--- src/rtl/shift_seq_arb_if.sv ---
// Request/result bundle for shift_seq_arb.
//   req0_*/req1_* : two requesters, valid/ready handshake with op, a and shamt operands
//   res_*         : single result channel, valid/ready handshake with data and owner id
//   busy          : block is working on or holding a result
// Modport slave is the shifter's view; master is the view of whoever drives the requests.
interface shift_seq_arb_if;
    logic        req0_valid;
    logic        req0_ready;
    logic [1:0]  req0_op;
    logic [31:0] req0_a;
    logic [4:0]  req0_shamt;
    logic        req1_valid;
    logic        req1_ready;
    logic [1:0]  req1_op;
    logic [31:0] req1_a;
    logic [4:0]  req1_shamt;
    logic        res_valid;
    logic        res_ready;
    logic [31:0] res_data;
    logic        res_id;
    logic        busy;

    modport slave (
        input  req0_valid, req0_op, req0_a, req0_shamt,
        input  req1_valid, req1_op, req1_a, req1_shamt,
        input  res_ready,
        output req0_ready, req1_ready,
        output res_valid, res_data, res_id, busy
    );

    modport master (
        output req0_valid, req0_op, req0_a, req0_shamt,
        output req1_valid, req1_op, req1_a, req1_shamt,
        output res_ready,
        input  req0_ready, req1_ready,
        input  res_valid, res_data, res_id, busy
    );
endinterface

--- src/rtl/shift_seq_arb.sv ---
// Two-requester round-robin arbiter in front of a multi-cycle barrel-less shifter.
// A granted request is captured, shifted STEP bits per cycle, and the result is held
// on the result channel until the consumer takes it.
//   clk  : clock, all state on rising edge
//   rst  : asynchronous active-high reset
//   bus  : shift_seq_arb_if.slave (request inputs, ready outputs, result channel, busy)
// Parameter STEP: bits shifted per SHIFT cycle (1, 2, 4 or 8).
module shift_seq_arb #(
    parameter int unsigned STEP = 1
) (
    input logic            clk,
    input logic            rst,
    shift_seq_arb_if.slave bus
);

    localparam logic [1:0] StIdle  = 2'd0;
    localparam logic [1:0] StShift = 2'd1;
    localparam logic [1:0] StDone  = 2'd2;

    localparam logic [1:0] OpSll  = 2'b00;
    localparam logic [1:0] OpSrl  = 2'b01;
    localparam logic [1:0] OpSra  = 2'b10;
    localparam logic [1:0] OpPass = 2'b11;

    localparam logic [4:0] StepAmt = 5'(STEP);

    logic [1:0]  state_q, state_d;
    logic [1:0]  op_q, op_d;
    logic [31:0] work_q, work_d;
    logic [4:0]  rem_q, rem_d;
    logic        id_q, id_d;
    logic        last_grant_q, last_grant_d;

    logic        grant_id;
    logic        accept;
    logic [1:0]  sel_op;
    logic [31:0] sel_a;
    logic [4:0]  sel_shamt;
    logic [4:0]  step_k;
    logic [31:0] shifted;

    // Round-robin: under contention the requester that did not win last time goes next.
    always_comb begin
        if (bus.req0_valid && bus.req1_valid) begin
            grant_id = ~last_grant_q;
        end else begin
            grant_id = bus.req1_valid;
        end
    end

    // Gating with rst keeps ready low for the whole reset pulse, not only after it.
    assign accept         = (state_q == StIdle) && !rst && (bus.req0_valid || bus.req1_valid);
    assign bus.req0_ready = accept && !grant_id;
    assign bus.req1_ready = accept && grant_id;

    assign sel_op    = grant_id ? bus.req1_op    : bus.req0_op;
    assign sel_a     = grant_id ? bus.req1_a     : bus.req0_a;
    assign sel_shamt = grant_id ? bus.req1_shamt : bus.req0_shamt;

    // Final step is truncated to what is left so the total never exceeds shamt.
    assign step_k = (rem_q < StepAmt) ? rem_q : StepAmt;

    // SRA fill comes from work_q[31], which an arithmetic shift never changes,
    // so it always equals the sign bit captured at accept.
    always_comb begin
        case (op_q)
            OpSll:   shifted = work_q << step_k;
            OpSrl:   shifted = work_q >> step_k;
            OpSra:   shifted = $unsigned($signed(work_q) >>> step_k);
            default: shifted = work_q;
        endcase
    end

    always_comb begin
        state_d      = state_q;
        op_d         = op_q;
        work_d       = work_q;
        rem_d        = rem_q;
        id_d         = id_q;
        last_grant_d = last_grant_q;
        case (state_q)
            StIdle: begin
                if (accept) begin
                    op_d   = sel_op;
                    work_d = sel_a;
                    id_d   = grant_id;
                    if ((sel_shamt == 5'd0) || (sel_op == OpPass)) begin
                        rem_d   = 5'd0;
                        state_d = StDone;
                    end else begin
                        rem_d   = sel_shamt;
                        state_d = StShift;
                    end
                end
            end
            StShift: begin
                work_d = shifted;
                rem_d  = rem_q - step_k;
                if (rem_q == step_k) begin
                    state_d = StDone;
                end
            end
            StDone: begin
                if (bus.res_ready) begin
                    last_grant_d = id_q;
                    state_d      = StIdle;
                end
            end
            default: begin
                state_d = StIdle;
            end
        endcase
    end

    // last_grant resets to 1 so requester 0 wins the first contention.
    always_ff @(posedge clk or posedge rst) begin
        if (rst) begin
            state_q      <= StIdle;
            op_q         <= OpSll;
            work_q       <= 32'd0;
            rem_q        <= 5'd0;
            id_q         <= 1'b0;
            last_grant_q <= 1'b1;
        end else begin
            state_q      <= state_d;
            op_q         <= op_d;
            work_q       <= work_d;
            rem_q        <= rem_d;
            id_q         <= id_d;
            last_grant_q <= last_grant_d;
        end
    end

    // Result comes straight from registers; request operands never reach res_data directly.
    assign bus.res_valid = (state_q == StDone);
    assign bus.res_data  = work_q;
    assign bus.res_id    = id_q;
    assign bus.busy      = (state_q != StIdle);

endmodule

--- src/flat_wrapper.sv ---
// flat-port wrapper written by rule: the top's interface ports become plain ports
module shift_seq_arb_flat 
#(
    parameter int unsigned STEP = 1
)
  (clk, rst, bus_req0_valid, bus_req0_op, bus_req0_a, bus_req0_shamt, bus_req1_valid, bus_req1_op, bus_req1_a, bus_req1_shamt, bus_res_ready, bus_req0_ready, bus_req1_ready, bus_res_valid, bus_res_data, bus_res_id, bus_busy);
  shift_seq_arb_if bus_i ();
  input logic clk;
  input logic rst;
  input wire logic [$bits(bus_i.req0_valid)-1:0] bus_req0_valid;
  input wire logic [$bits(bus_i.req0_op)-1:0] bus_req0_op;
  input wire logic [$bits(bus_i.req0_a)-1:0] bus_req0_a;
  input wire logic [$bits(bus_i.req0_shamt)-1:0] bus_req0_shamt;
  input wire logic [$bits(bus_i.req1_valid)-1:0] bus_req1_valid;
  input wire logic [$bits(bus_i.req1_op)-1:0] bus_req1_op;
  input wire logic [$bits(bus_i.req1_a)-1:0] bus_req1_a;
  input wire logic [$bits(bus_i.req1_shamt)-1:0] bus_req1_shamt;
  input wire logic [$bits(bus_i.res_ready)-1:0] bus_res_ready;
  output wire logic [$bits(bus_i.req0_ready)-1:0] bus_req0_ready;
  output wire logic [$bits(bus_i.req1_ready)-1:0] bus_req1_ready;
  output wire logic [$bits(bus_i.res_valid)-1:0] bus_res_valid;
  output wire logic [$bits(bus_i.res_data)-1:0] bus_res_data;
  output wire logic [$bits(bus_i.res_id)-1:0] bus_res_id;
  output wire logic [$bits(bus_i.busy)-1:0] bus_busy;
  assign bus_i.req0_valid = bus_req0_valid;
  assign bus_i.req0_op = bus_req0_op;
  assign bus_i.req0_a = bus_req0_a;
  assign bus_i.req0_shamt = bus_req0_shamt;
  assign bus_i.req1_valid = bus_req1_valid;
  assign bus_i.req1_op = bus_req1_op;
  assign bus_i.req1_a = bus_req1_a;
  assign bus_i.req1_shamt = bus_req1_shamt;
  assign bus_i.res_ready = bus_res_ready;
  assign bus_req0_ready = bus_i.req0_ready;
  assign bus_req1_ready = bus_i.req1_ready;
  assign bus_res_valid = bus_i.res_valid;
  assign bus_res_data = bus_i.res_data;
  assign bus_res_id = bus_i.res_id;
  assign bus_busy = bus_i.busy;
  shift_seq_arb #(.STEP(STEP)) u_core (.clk(clk), .rst(rst), .bus(bus_i));
endmodule
--- config.mk ---
export PLATFORM = sky130hd
export DESIGN_NAME = shift_seq_arb_flat
export DESIGN_NICKNAME = d
export VERILOG_FILES = /design/src/rtl/shift_seq_arb_if.sv /design/src/rtl/shift_seq_arb.sv /design/src/flat_wrapper.sv
export SDC_FILE = /design/constraint.sdc
export NUM_CORES = 1
export LEC_CHECK = 0
export ABC_AREA = 1
export BUFFER_PORTS_ARGS = -buffer_cell sky130_fd_sc_hd__buf_2
export CAP_MARGIN = 20
export CORE_ASPECT_RATIO = 0.9
export CORE_MARGIN = 2
export CORE_UTILIZATION = 50
export DETAILED_ROUTE_END_ITERATION = 16
export PLACE_DENSITY = 0.8
export SYNTH_ARGS = -nofsm -noshare
export SYNTH_HDL_FRONTEND = slang
export SYNTH_SLANG_ARGS = --single-unit
--- constraint.sdc ---
create_clock -name clk -period 2.6 [get_ports clk]
set_input_delay 0.52 -clock clk [delete_from_list [all_inputs] [get_ports clk]]
set_output_delay 0.52 -clock clk [all_outputs]
set_load 0.01 [all_outputs]
**Yosys cells after proc, flatten, opt, wreduce, memory -nomap -nowiden**

Index checks and enable logic that the tools add are counted.

- Flip-flop bits (word level): 43
- Bits of input ports: 83
- Output and inout port bits: 37
- Logic and storage cells: 57

- $add $sub $neg: 1
- Magnitude comparators: 1
- Equal/unequal tests: 10
- Shift-type cells: 3
- Mux-type cells: 16
- Bitwise operators: 1
- Reduce and logical (&&, ||, !) cells: 19

Operator list:

| operator | number |
|---|---|
| $pmux 32 s3 | 1 |
| $mux 32 | 2 |
| $pmux 32 s2 | 1 |
| $shl 32x5->32 | 1 |
| $shr 32x5->32 | 1 |
| $sshr 32x5->32 | 1 |
| $mux 5 | 4 |
| $mux 2 | 5 |
| $pmux 5 s2 | 1 |
| $eq 2x2->1 const B | 3 |
| $pmux 2 s3 | 1 |
| $reduce_and 2->1 | 3 |
| $reduce_and 3->1 | 2 |
| $eq 5x5->1 | 1 |
| $logic_and 1x1->1 | 5 |
| $logic_not 5->1 | 1 |
| $lt 5x1->1 const B | 1 |
| $sub 5x5->5 | 1 |
| $eq 2x1->1 const B | 2 |
| $logic_not 2->1 | 2 |
| $ne 2x1->1 const B | 2 |
| $ne 4x4->1 const B | 1 |
| $reduce_bool 2->1 | 2 |
| $logic_not 1->1 | 2 |
| 4 further kinds | 5 |

**Logic depth before layout (Yosys ltp)**

Gate-level depths: netlist (run 1).

- Depth after elaboration: 8
- Mapped depth: 12
- Depth with buffers taken out: 12

**Worst setup path after synthesis (run 1)**

OpenSTA, ideal clock, no wires.

- Path type: input to register
- From: input rst
- To: register u_core.work_q[28], in the netlist u_core.bus.res_data[28]
- Arrival: 2.326 ns
- Path slack: 0.155 ns
- Stages: 8
- Path through: inv_1 > nand3_4 > nand2_4 > nand2_4 > buf_6 > buf_6 > nor2_1 > a21oi_2

- Word-level cells in the longest chain between the ends: 5

RTL lines:

| item | RTL line | text |
|---|---|---|
| from (decl) | flat_wrapper.sv:9 | `input logic rst;` |
| $logic_not 1->1 | shift_seq_arb.sv:52 | `assign accept = (state_q == StIdle) && !rst && (bus.req0_valid \|\| bus.req1_valid);` |
| $logic_and 1x1->1 (2 in series) | shift_seq_arb.sv:52 |  |
| $ne 2x1->1 (no source line) | - |  |
| $reduce_and 3->1 (no source line) | - |  |
| to (signal assigned) | shift_seq_arb.sv:127 | `work_q <= work_d;` |
| to (decl) | shift_seq_arb.sv:29 | `logic [31:0] work_q, work_d;` |

Every way passes these cells.
A chain may end at the register's enable or synchronous reset.

**Worst setup path in the final report (run 1)**

- From: register u_core.last_grant_q
- To: output bus_req0_ready

- Word-level cells in the longest chain between the ends: 4

RTL lines:

| item | RTL line | text |
|---|---|---|
| from (decl) | shift_seq_arb.sv:32 | `logic last_grant_q, last_grant_d;` |
| from (signal assigned) | shift_seq_arb.sv:130 | `last_grant_q <= last_grant_d;` |
| $not 1->1 | shift_seq_arb.sv:45 | `grant_id = ~last_grant_q;` |
| $mux 1 | shift_seq_arb.sv:44 | `if (bus.req0_valid && bus.req1_valid) begin` |
| $logic_not 1->1 | shift_seq_arb.sv:53 | `assign bus.req0_ready = accept && !grant_id;` |
| $logic_and 1x1->1 | shift_seq_arb.sv:53 |  |
| to (decl) | flat_wrapper.sv:19 | `output wire logic [$bits(bus_i.req0_ready)-1:0] bus_req0_ready;` |

Every way passes these cells.

==> results.md, run 1 <==
* Fill count at 649
* Vias in the first global route at 3744
* Unique masters post-synth at 35
* CP endpoint kind: output pin
* Io pins at 120
* Post-cts resize count at 0
* Period utilisation layout at 0.885
* Unrepaired setup endpoints after global routing: false
* Yosys Warn Count at 0
* Clock transition at path regs at 0.09 ns
* Row count at 28
* WL per Instance at 13.5 um
* Pwr dens at 1340 nW/um^2
* Die W at 92.0 um
* Buffers on Ports at 119
* Worst Path Arrival at 1.78 ns
* Overall routing resource usage at 0.266
* Post-layout min period at 2.30 ns
* Total count of hold-check failures in the final report at 0
* Clock skew at 0.0160 ns
* Initial antenna violation count at 0
* Main synth FF type: dfrtp_1
* Setup violations, final at 0
* Hold_buf cts at 0
* 1st-pass router iterations at 6
* CTS root buffer: clkbuf_8
* Synth top area share at 0.302
* CTS sink cnt at 43
* Core Util, Final at 0.631
* Max Clk Rate at 434 MHz
* First-pass GRT wire length at 16800 um
* Gpl congestion at 0.888
* Die area at 7650 um^2
* Vias per cell at 5.20
* Total Power at 5630 uW
* Asr flop ratio synth at 1.00
* Synth Cell Area at 3480 um^2
* Syn_nets at 647
* Synth top area cells: dfrtp_1 30%, nand2_1 22%, inv_1 8.4%, nand3_1 7.9%, o21ai_0 4.7%
* Multi-input logic area at 1920 um^2
* Worst rel slew slack at 0.559
* Core area at 6660 um^2
* Post-route ant nets at 0
* Max-cap viol count at 0
* Clock buffer depth at 2
* Count leader, synth: nand2_1
* Worst path required time at 2.08 ns
* Worst slew pin tran at 0.661 ns
* Lkg Pwr at 0.00241 uW
* Yosys top cell by area: dfrtp_1
* Critical path class: register to output pin
* Status: complete, no violations
* Seq. cell area at 1080 um^2
* Register area share after synthesis at 0.309
* Final Max Slew Viols at 0
* Largest net degree at the start of global routing at 44
* DRT iter0 DRCs at 305
* Mean post-synth cell area at 6.22 um^2
* Die Y at 83.2 um
* Starting density of the core at 0.523
* Vias after detailed routing at 3940
* Layout cell share with drive strength beyond 1 at 0.256
* Nets at 753
* Drt total wl at 10200 um
* Post-detail-place hpwl at 7530 um
* Setup TNS at 0 ns
* CTS buffer count at 5
* CP startpoint kind: register
* Min-delay worst type: primary input to asynchronous set/reset pin
* Diodes inserted at 0
* Synthesis-to-layout area growth at 20.5%
* Peak VDD IR at 0.000794 V
* H-tree Lvls at 2
* Clk Latency, worst-skew pair at 0.30 ns
* EDFF count, synth at 0
* Flops & latches, synth at 43
* CTS tree: done
* Total gr overflow at 0
* DRC Markers at 0
* Postcts setup bufs at 0
* CP max FO at 21
* Syn Inst Count at 560
* Commonest cells in the netlist: 201 x nand2_1, 78 x inv_1, 55 x nand3_1
==> kinds of logic after synthesis <==
family	Yosys count	synth area share
muxes	1	0.00323
buffers and inverters	113	0.140
DFF	43	0.309
adders and majority gates	4	0.0144
AOI/OAI and AO/OA	83	0.146
and+or+nand+nor	316	0.387
==> cells in the final DEF (no fill, tap or decap), types with 2 or more instances in the layout <==
master / n
dfrtp_1: 42
nand2_1: 201
nand4_1: 7
o21ai_1: 3
nand3b_1: 3
a31oi_1: 5
nand2_2: 2
buf_2: 119
a21oi_1: 16
inv_1: 77
o211ai_1: 8
clkinv_4: 2
buf_4: 8
ha_1: 4
o21ai_0: 33
clkbuf_8: 5
nand2_4: 3
inv_2: 7
a21oi_2: 13
nor2_2: 4
nand3_1: 55
nor2_1: 38
==> worst paths after layout <==
kind                                               from                      end  slack (ns)  cells after the start
worst max register to register           u_core.op_q[0]  u_core.bus.res_data[10]        0.35                     10
worst min-delay path                                rst   u_core.bus.res_data[9]        0.44                      3
worst min register to register  u_core.bus.res_data[24]  u_core.bus.res_data[24]        0.53                      2
min in group clk                u_core.bus.res_data[24]  u_core.bus.res_data[24]        0.53                      2
max in group asynchronous                           rst   u_core.bus.res_data[8]        1.76                      3
worst max-delay path                u_core.last_grant_q           bus_req0_ready        0.30                      5
==> report_power, final <==
group	total, uW	switching (uW)	internal (uW)
Sequential	1310	285	1030
Clock	536	249	286
Combinational	3780	2480	1300
Total	5630	3020	2610
==> final cells by class <==
cell class	instances	share of cell area
well taps	90	0.0268
multi-input cells	404	0.457
inverters	85	0.0772
repair buffers	127	0.156
clock inverters	3	0.0104
clock buffers	5	0.0164
flip-flops and latches	43	0.256
==> flip-flops by register name (all words and copies together) (netlist names) <==
name / count
u_core.rem_q: 5
u_core.state_q: 2
u_core.op_q: 2
u_core.bus.res_id: 1
u_core.bus.res_data: 32
u_core.last_grant_q: 1
==> through the flow <==
| step | hold WS (ns) | instance area (um^2) | cells | setup slack, ns |
|---|---|---|---|---|
| 3_3_place_gp | 0.493 | 4090 | 749 | 0.513 |
| 2_1_floorplan | 0.530 | 3480 | 560 | 0.155 |
| 3_5_place_dp | 0.500 | 4090 | 749 | 0.374 |
| 5_1_grt | 0.499 | 4200 | 757 | 0.185 |
| 4_1_cts | 0.455 | 4200 | 757 | 0.318 |
| 6_report | 0.441 | 4200 | 757 | 0.298 |
==> critical path, cell delays in order, from the launching register on <==
cell and delay (ns):
dfstp_2 0.54, nand2_1 0.07, nand2_2 0.33, inv_2 0.22, nor2_1 0.18, buf_2 0.15
==> layer usage <==
layer / track usage / part of all wire / vias up
met2: 0.468 / 0.49 / 173
met5: 0 / 0 / -
met3: 0.0426 / 0.075 / 14
met4: 0.0678 / 0.0094 / 0
li1: - / - / 1972
met1: 0.340 / 0.43 / 1781
Note: power is estimated with default switching activity, not from simulation.
==> run 2, diff against run 1 <==
==> constraint.sdc (replaced) <==
create_clock -name clk -period 2.54 [get_ports clk]
set_input_delay 0.508 -clock clk [delete_from_list [all_inputs] [get_ports clk]]
set_output_delay 0.508 -clock clk [all_outputs]
set_load 0.01 [all_outputs]
==> run 2 against run 1 <==
  * Global-route usage decreased by 0.18 points
  * Sequential cell count unchanged
  * Core utilization increased by 0.41 points
  * Via count increased by 1.4%
  * Final area increased by 0.66%
  * Count of clock-buffer cells in the layout increased by 1
  * Sequential share of layout area decreased by 0.17 points
  * Register-to-register slack got worse by 0.07 ns
  * Sequential power increased by 3%
  * Largest power group unchanged
==> results.md, run 2 (synthesis gave the netlist of run 1 again) <==
* Core Util, Final at 0.635
* Placement Setup Slack at 0.319 ns
* Min-delay worst type: primary input to asynchronous set/reset pin
* Vias in the first global route at 3788
* Row count at 28
* Post-route ant nets at 0
* Post-cts resize count at 0
* Final Max Slew Viols at 0
* Final worst setup slack at 0.279 ns
* DRT iter0 DRCs at 294
* Max reg flops at 32
* CTS sink cnt at 43
* First-pass GRT wire length at 16700 um
* Initial antenna violation count at 0
* Die W at 92.0 um
* Vias per cell at 5.27
* Worst slew pin tran at 0.668 ns
* Max-cap viol count at 0
* Commonest cells after routing, fill and taps aside: 201 x nand2_1, 119 x buf_2, 77 x inv_1, 55 x nand3_1, 42 x dfrtp_1
* Sequential power share at 0.230
* Peak VDD IR at 0.000611 V
* Final hold slack at 0.421 ns
* Setup violations, final at 0
* Vias after detailed routing at 3995
* Setup TNS at 0 ns
* Post-layout min period at 2.26 ns
* Unrepaired setup endpoints after global routing: false
* Status: complete, no violations
* CP endpoint kind: register
* Layout cell share with drive strength beyond 1 at 0.256
* Net Sw Frac at 0.525
* Most common cell after layout, fill and taps aside: nand2_1
* Clock transition at path regs at 0.09 ns
* Worst rel slew slack at 0.554
* Worst path required time at 2.73 ns
* Total count of hold-check failures in the final report at 0
* Lkg Pwr at 0.00242 uW
* CTS buffer count at 5
* 1st-pass router iterations at 7
* CP max FO at 21
* Hold_buf cts at 0
* CTS root buffer: clkbuf_8
* Post-detail-place hpwl at 7390 um
* Die Y at 83.2 um
* Buffers on Ports at 119
* Starting density of the core at 0.523
* P_int at 2780 uW
* Period utilisation layout at 0.890
* Core area at 6660 um^2
* Max Clk Rate at 442 MHz
* Clk Latency, worst-skew pair at 0.30 ns
* Clock share of power at 0.108
* Nets at 754
* Clock buffer depth at 2
* H-tree Lvls at 2
* WL per Instance at 13.4 um
* P_sw at 3070 uW
* Die area at 7650 um^2
* Gpl congestion at 0.900
* Total gr overflow at 0
* R2R cell count at 10
* Synthesis-to-layout area growth at 21.3%
* Comb power frac at 0.661
* Io pins at 120
* Worst Path Arrival at 2.45 ns
* DRC Markers at 0
* CP startpoint kind: register
* Overall routing resource usage at 0.264
* Drt total wl at 10100 um
* CTS tree: done
* Largest net degree at the start of global routing at 44
* Postcts setup bufs at 0
* Diodes inserted at 0
* Fill count at 614
* Pwr dens at 1380 nW/um^2
* Critical path class: register to register
* Clock skew at 0.0122 ns
run 2: cell count changes in the layout (fill, tap and decap cells not counted):
cell       before  now
bufinv_16       1    2
clkbuf_1        0    1
clkinv_4        2    1
buf_4           8    9
clkinv_2        1    0
run 2: critical path, stage by stage (launching register included):
cell and delay (ns):
dfrtp_1 0.35, inv_1 0.07, ha_1 0.22, nor2_1 0.24, nand2_1 0.13, nand2_4 0.24, clkinv_4 0.24, nand2_4 0.28
inv_2 0.11, o21ai_0 0.19, inv_1 0.07
run 2: cell type report:
cell class	count	area, um^2	share of cell area
timing repair buffer	128	663	0.157
tap	90	113	0.0266
clock inverter	2	60.1	0.0142
multi-input combinational	404	1920	0.454
inverter	85	324	0.0767
sequential	43	1080	0.255
clock buffer	6	72.6	0.0172
run 2: power groups by stage:
stage / logic [uW] / registers, uW / clock network [uW]
floorplan: 2840 / 1400 / 0
global placement: 3700 / 1330 / 0
detailed placement: 3810 / 1350 / 0
CTS: 3830 / 1340 / 639
global route: 4360 / 1380 / 667
finish: 3870 / 1350 / 634
run 2: worst paths after layout:
check | startpoint | end | slack, ns
max | u_core.op_q[0] | u_core.bus.res_data[11] | 0.28
min | rst | u_core.bus.res_data[0] | 0.42
max reg2reg | u_core.op_q[0] | u_core.bus.res_data[11] | 0.28
min reg2reg | u_core.bus.res_data[26] | u_core.bus.res_data[26] | 0.52
max in group asynchronous | rst | u_core.last_grant_q | 1.74
min in group clk | u_core.bus.res_data[26] | u_core.bus.res_data[26] | 0.52
run 2: routing by layer:
layer / track usage / share of wire
met2: 0.465 / 0.49
met3: 0.0390 / 0.073
met5: 0 / 0
met4: 0.0773 / 0.019
met1: 0.335 / 0.42
run 2: metrics by stage:
step / std cells / cell area [um^2] / total power [uW]
after global placement: 750 / 4100 / 5030
after detailed placement: 750 / 4100 / 5160
after global routing: 758 / 4230 / 6400
final: 758 / 4230 / 5850
after CTS: 758 / 4230 / 5810
after floorplan: 560 / 3480 / 4240
==> run 3, diff against run 2 <==
--- a/config.mk
+++ b/config.mk
@@ -5,12 +5,10 @@
 export SDC_FILE = /design/constraint.sdc
 export NUM_CORES = 1
 export LEC_CHECK = 0
-export ABC_AREA = 1
 export BUFFER_PORTS_ARGS = -buffer_cell sky130_fd_sc_hd__buf_2
-export CAP_MARGIN = 20
 export CORE_ASPECT_RATIO = 0.9
 export CORE_MARGIN = 2
-export CORE_UTILIZATION = 50
+export CORE_UTILIZATION = 49
 export DETAILED_ROUTE_END_ITERATION = 16
 export PLACE_DENSITY = 0.8
 export SYNTH_ARGS = -nofsm -noshare
==> run 3 against run 2 <==
  * Power is 17% lower
  * Clock power is 31% lower
  * Core utilization shrank 1.2 points
  * Sequential cell count stayed put
  * Hold slack lost 0.062 ns
  * Global-route usage fell by 1.6 points
  * Clock skew shrank 0.0028 ns
  * Final area is 10% lower
  * Largest cell class unchanged
==> results.md, run 3 <==
* Starting density of the core at 0.501
* Clk Latency, worst-skew pair at 0.30 ns
* Hold_buf cts at 0
* CTS sink cnt at 43
* Initial antenna violation count at 0
* Clock transition at path regs at 0.08 ns
* Post-cts resize count at 0
* Peak VDD IR at 0.000713 V
* Postcts setup bufs at 0
* Design Area, Final at 3790 um^2
* Post-layout min period at 2.26 ns
* Register area share after synthesis at 0.353
* Reg2reg end: u_core.bus.res_data[9]
* EDFF count, synth at 0
* Post-route insts no fill at 548
* Gpl congestion at 0.835
* Total gr overflow at 0
* Vias after detailed routing at 3214
* Commonest cells in the netlist: 64 x nand2_1, 45 x a21oi_1, 42 x dfrtp_1
* Asr flop ratio synth at 1.00
* Die area at 6870 um^2
* Count leader, synth: nand2_1
* Period utilisation layout at 0.890
* Yosys top cell by area: dfrtp_1
* First-pass GRT wire length at 14000 um
* Buffers on Ports at 119
* Synth top area cells: dfrtp_1 34%, nand2_1 7.9%, a21oi_1 7.4%, mux2i_1 5.9%, o211a_1 4.9%
* Post-route ant nets at 0
* Io pins at 120
* Clock skew at 0.00942 ns
* Mean post-synth cell area at 8.35 um^2
* Diodes inserted at 0
* CP endpoint kind: register
* Syn_nets at 452
* R2R cell count at 5
* Unrepaired setup endpoints after global routing: false
* Syn Inst Count at 365
* Drt total wl at 8460 um
* Critical path class: register to register
* Max reg flops at 32
* R2r setup slk at 0.28 ns
* 1st-pass router iterations at 4
* Post-detail-place hpwl at 6360 um
* Clock buffer depth at 2
* Yosys Warn Count at 0
* Lkg Pwr at 0.00183 uW
* Vias in the first global route at 3029
* CP max FO at 26
* DRC Markers at 0
* Vias per cell at 5.86
* Min-delay worst type: primary input to asynchronous set/reset pin
* Setup violations, final at 0
* Total count of hold-check failures in the final report at 0
* Flops & latches, synth at 43
* Die W at 87.2 um
* Row count at 27
* Core area at 6080 um^2
* Commonest cells after routing, fill and taps aside: 119 x buf_2, 64 x nand2_1, 45 x a21oi_1, 42 x dfrtp_1, 18 x mux2i_1
* WL per Instance at 15.4 um
* H-tree Lvls at 2
* CTS buffer count at 5
* Setup TNS at 0 ns
* Post-Place Cells at 541
* Pwr dens at 1280 nW/um^2
* Nets at 563
* Most common cell after layout, fill and taps aside: buf_2
* Layout cell share with drive strength beyond 1 at 0.319
* Overall routing resource usage at 0.248
* Max Clk Rate at 442 MHz
* Unique masters post-synth at 50
* Main synth FF type: dfrtp_1
* CTS root buffer: clkbuf_8
* Max-cap viol count at 0
* Worst slew pin tran at 1.18 ns
* Largest net degree at the start of global routing at 44
* Die Y at 78.8 um
* Worst r2r src: u_core.rem_q[1]
* CTS tree: done
* Worst path required time at 2.78 ns
* Final hold slack at 0.359 ns
* Area after DPL at 3700 um^2
* DRT iter0 DRCs at 278
* Synth Cell Area at 3050 um^2
* Worst rel slew slack at 0.213
* Worst Path Arrival at 2.50 ns
* Final Max Slew Viols at 0
* Synthesis-to-layout area growth at 24.3%
* CP startpoint kind: register
* Status: complete, no violations
* Synth top area share at 0.345
==> run 3: changes by cell type after synthesis, moves of 7 or more <==
cell,change
nand4_1,-7
a21oi_2,-12
inv_1,-64
a21oi_1,+29
o21ai_0,-20
o221ai_1,+15
mux2i_1,+18
o32a_1,+11
o211ai_1,-7
nor3_1,+7
nand3_1,-38
nor2_1,-24
nand2_1,-137
o211a_1,+15
==> run 3: layer usage <==
metal | global-route usage | share of wire | up-vias
li1 | - | - | 1583
met1 | 0.331 | 0.44 | 1528
met2 | 0.431 | 0.50 | 96
met3 | 0.0343 | 0.051 | 7
met4 | 0.0523 | 0.0083 | 0
met5 | 0 | 0 | -
==> run 3: kinds of logic after synthesis <==
logic type | after synthesis | share of synthesized area
AND/OR/NAND/NOR | 123 | 0.184
AO/OA/AOI/OAI | 131 | 0.311
adder cells (fa/ha/maj) | 4 | 0.0164
XOR/XNOR | 1 | 0.00287
flip-flops | 43 | 0.353
multiplexers | 19 | 0.0628
buffers and inverters | 44 | 0.0689
==> run 3: critical path, cell delays in order (launching register included) <==
cell	delay [ns]
dfrtp_1	0.50
nor4_4	0.09
buf_4	0.22
and2_1	0.21
a21oi_2	0.88
o32a_1	0.31
==> run 3: how the worst max path moves through the flow <==
stage,start,endpoint,slack [ns]
4_1_cts,u_core.rem_q[1],u_core.bus.res_data[9],0.25
3_5_place_dp,rst,u_core.bus.res_data[9],0.25
6_report,u_core.rem_q[1],u_core.bus.res_data[9],0.28
3_3_place_gp,rst,u_core.bus.res_data[10],0.31
2_1_floorplan,u_core.rem_q[1],u_core.state_q[1],0.52
5_1_grt,u_core.rem_q[1],u_core.bus.res_data[11],0.1
==> run 3: per-stage QoR <==
step	setup WS [ns]	power, uW	utilization
after floorplan	0.522	3540	-
after global placement	0.313	4280	0.609
after detailed placement	0.251	4400	0.609
after CTS	0.249	4840	0.623
after global routing	0.0969	5240	0.623
final	0.278	4840	0.623
==> run 3: where the power goes <==
group          switching, uW  internal [uW]
logic                   1650           1300
clock network            225            213
registers                389           1050
==> run 3: area by class of cell <==
| cell class | instances | area, um^2 |
|---|---|---|
| inverters | 14 | 52.6 |
| well taps | 72 | 90.1 |
| clock inverters | 1 | 5.00 |
| clock buffers | 6 | 82.6 |
| repair buffers | 134 | 708 |
| fillers | 551 | 2290 |
| flip-flops and latches | 43 | 1080 |
| multi-input cells | 278 | 1770 |
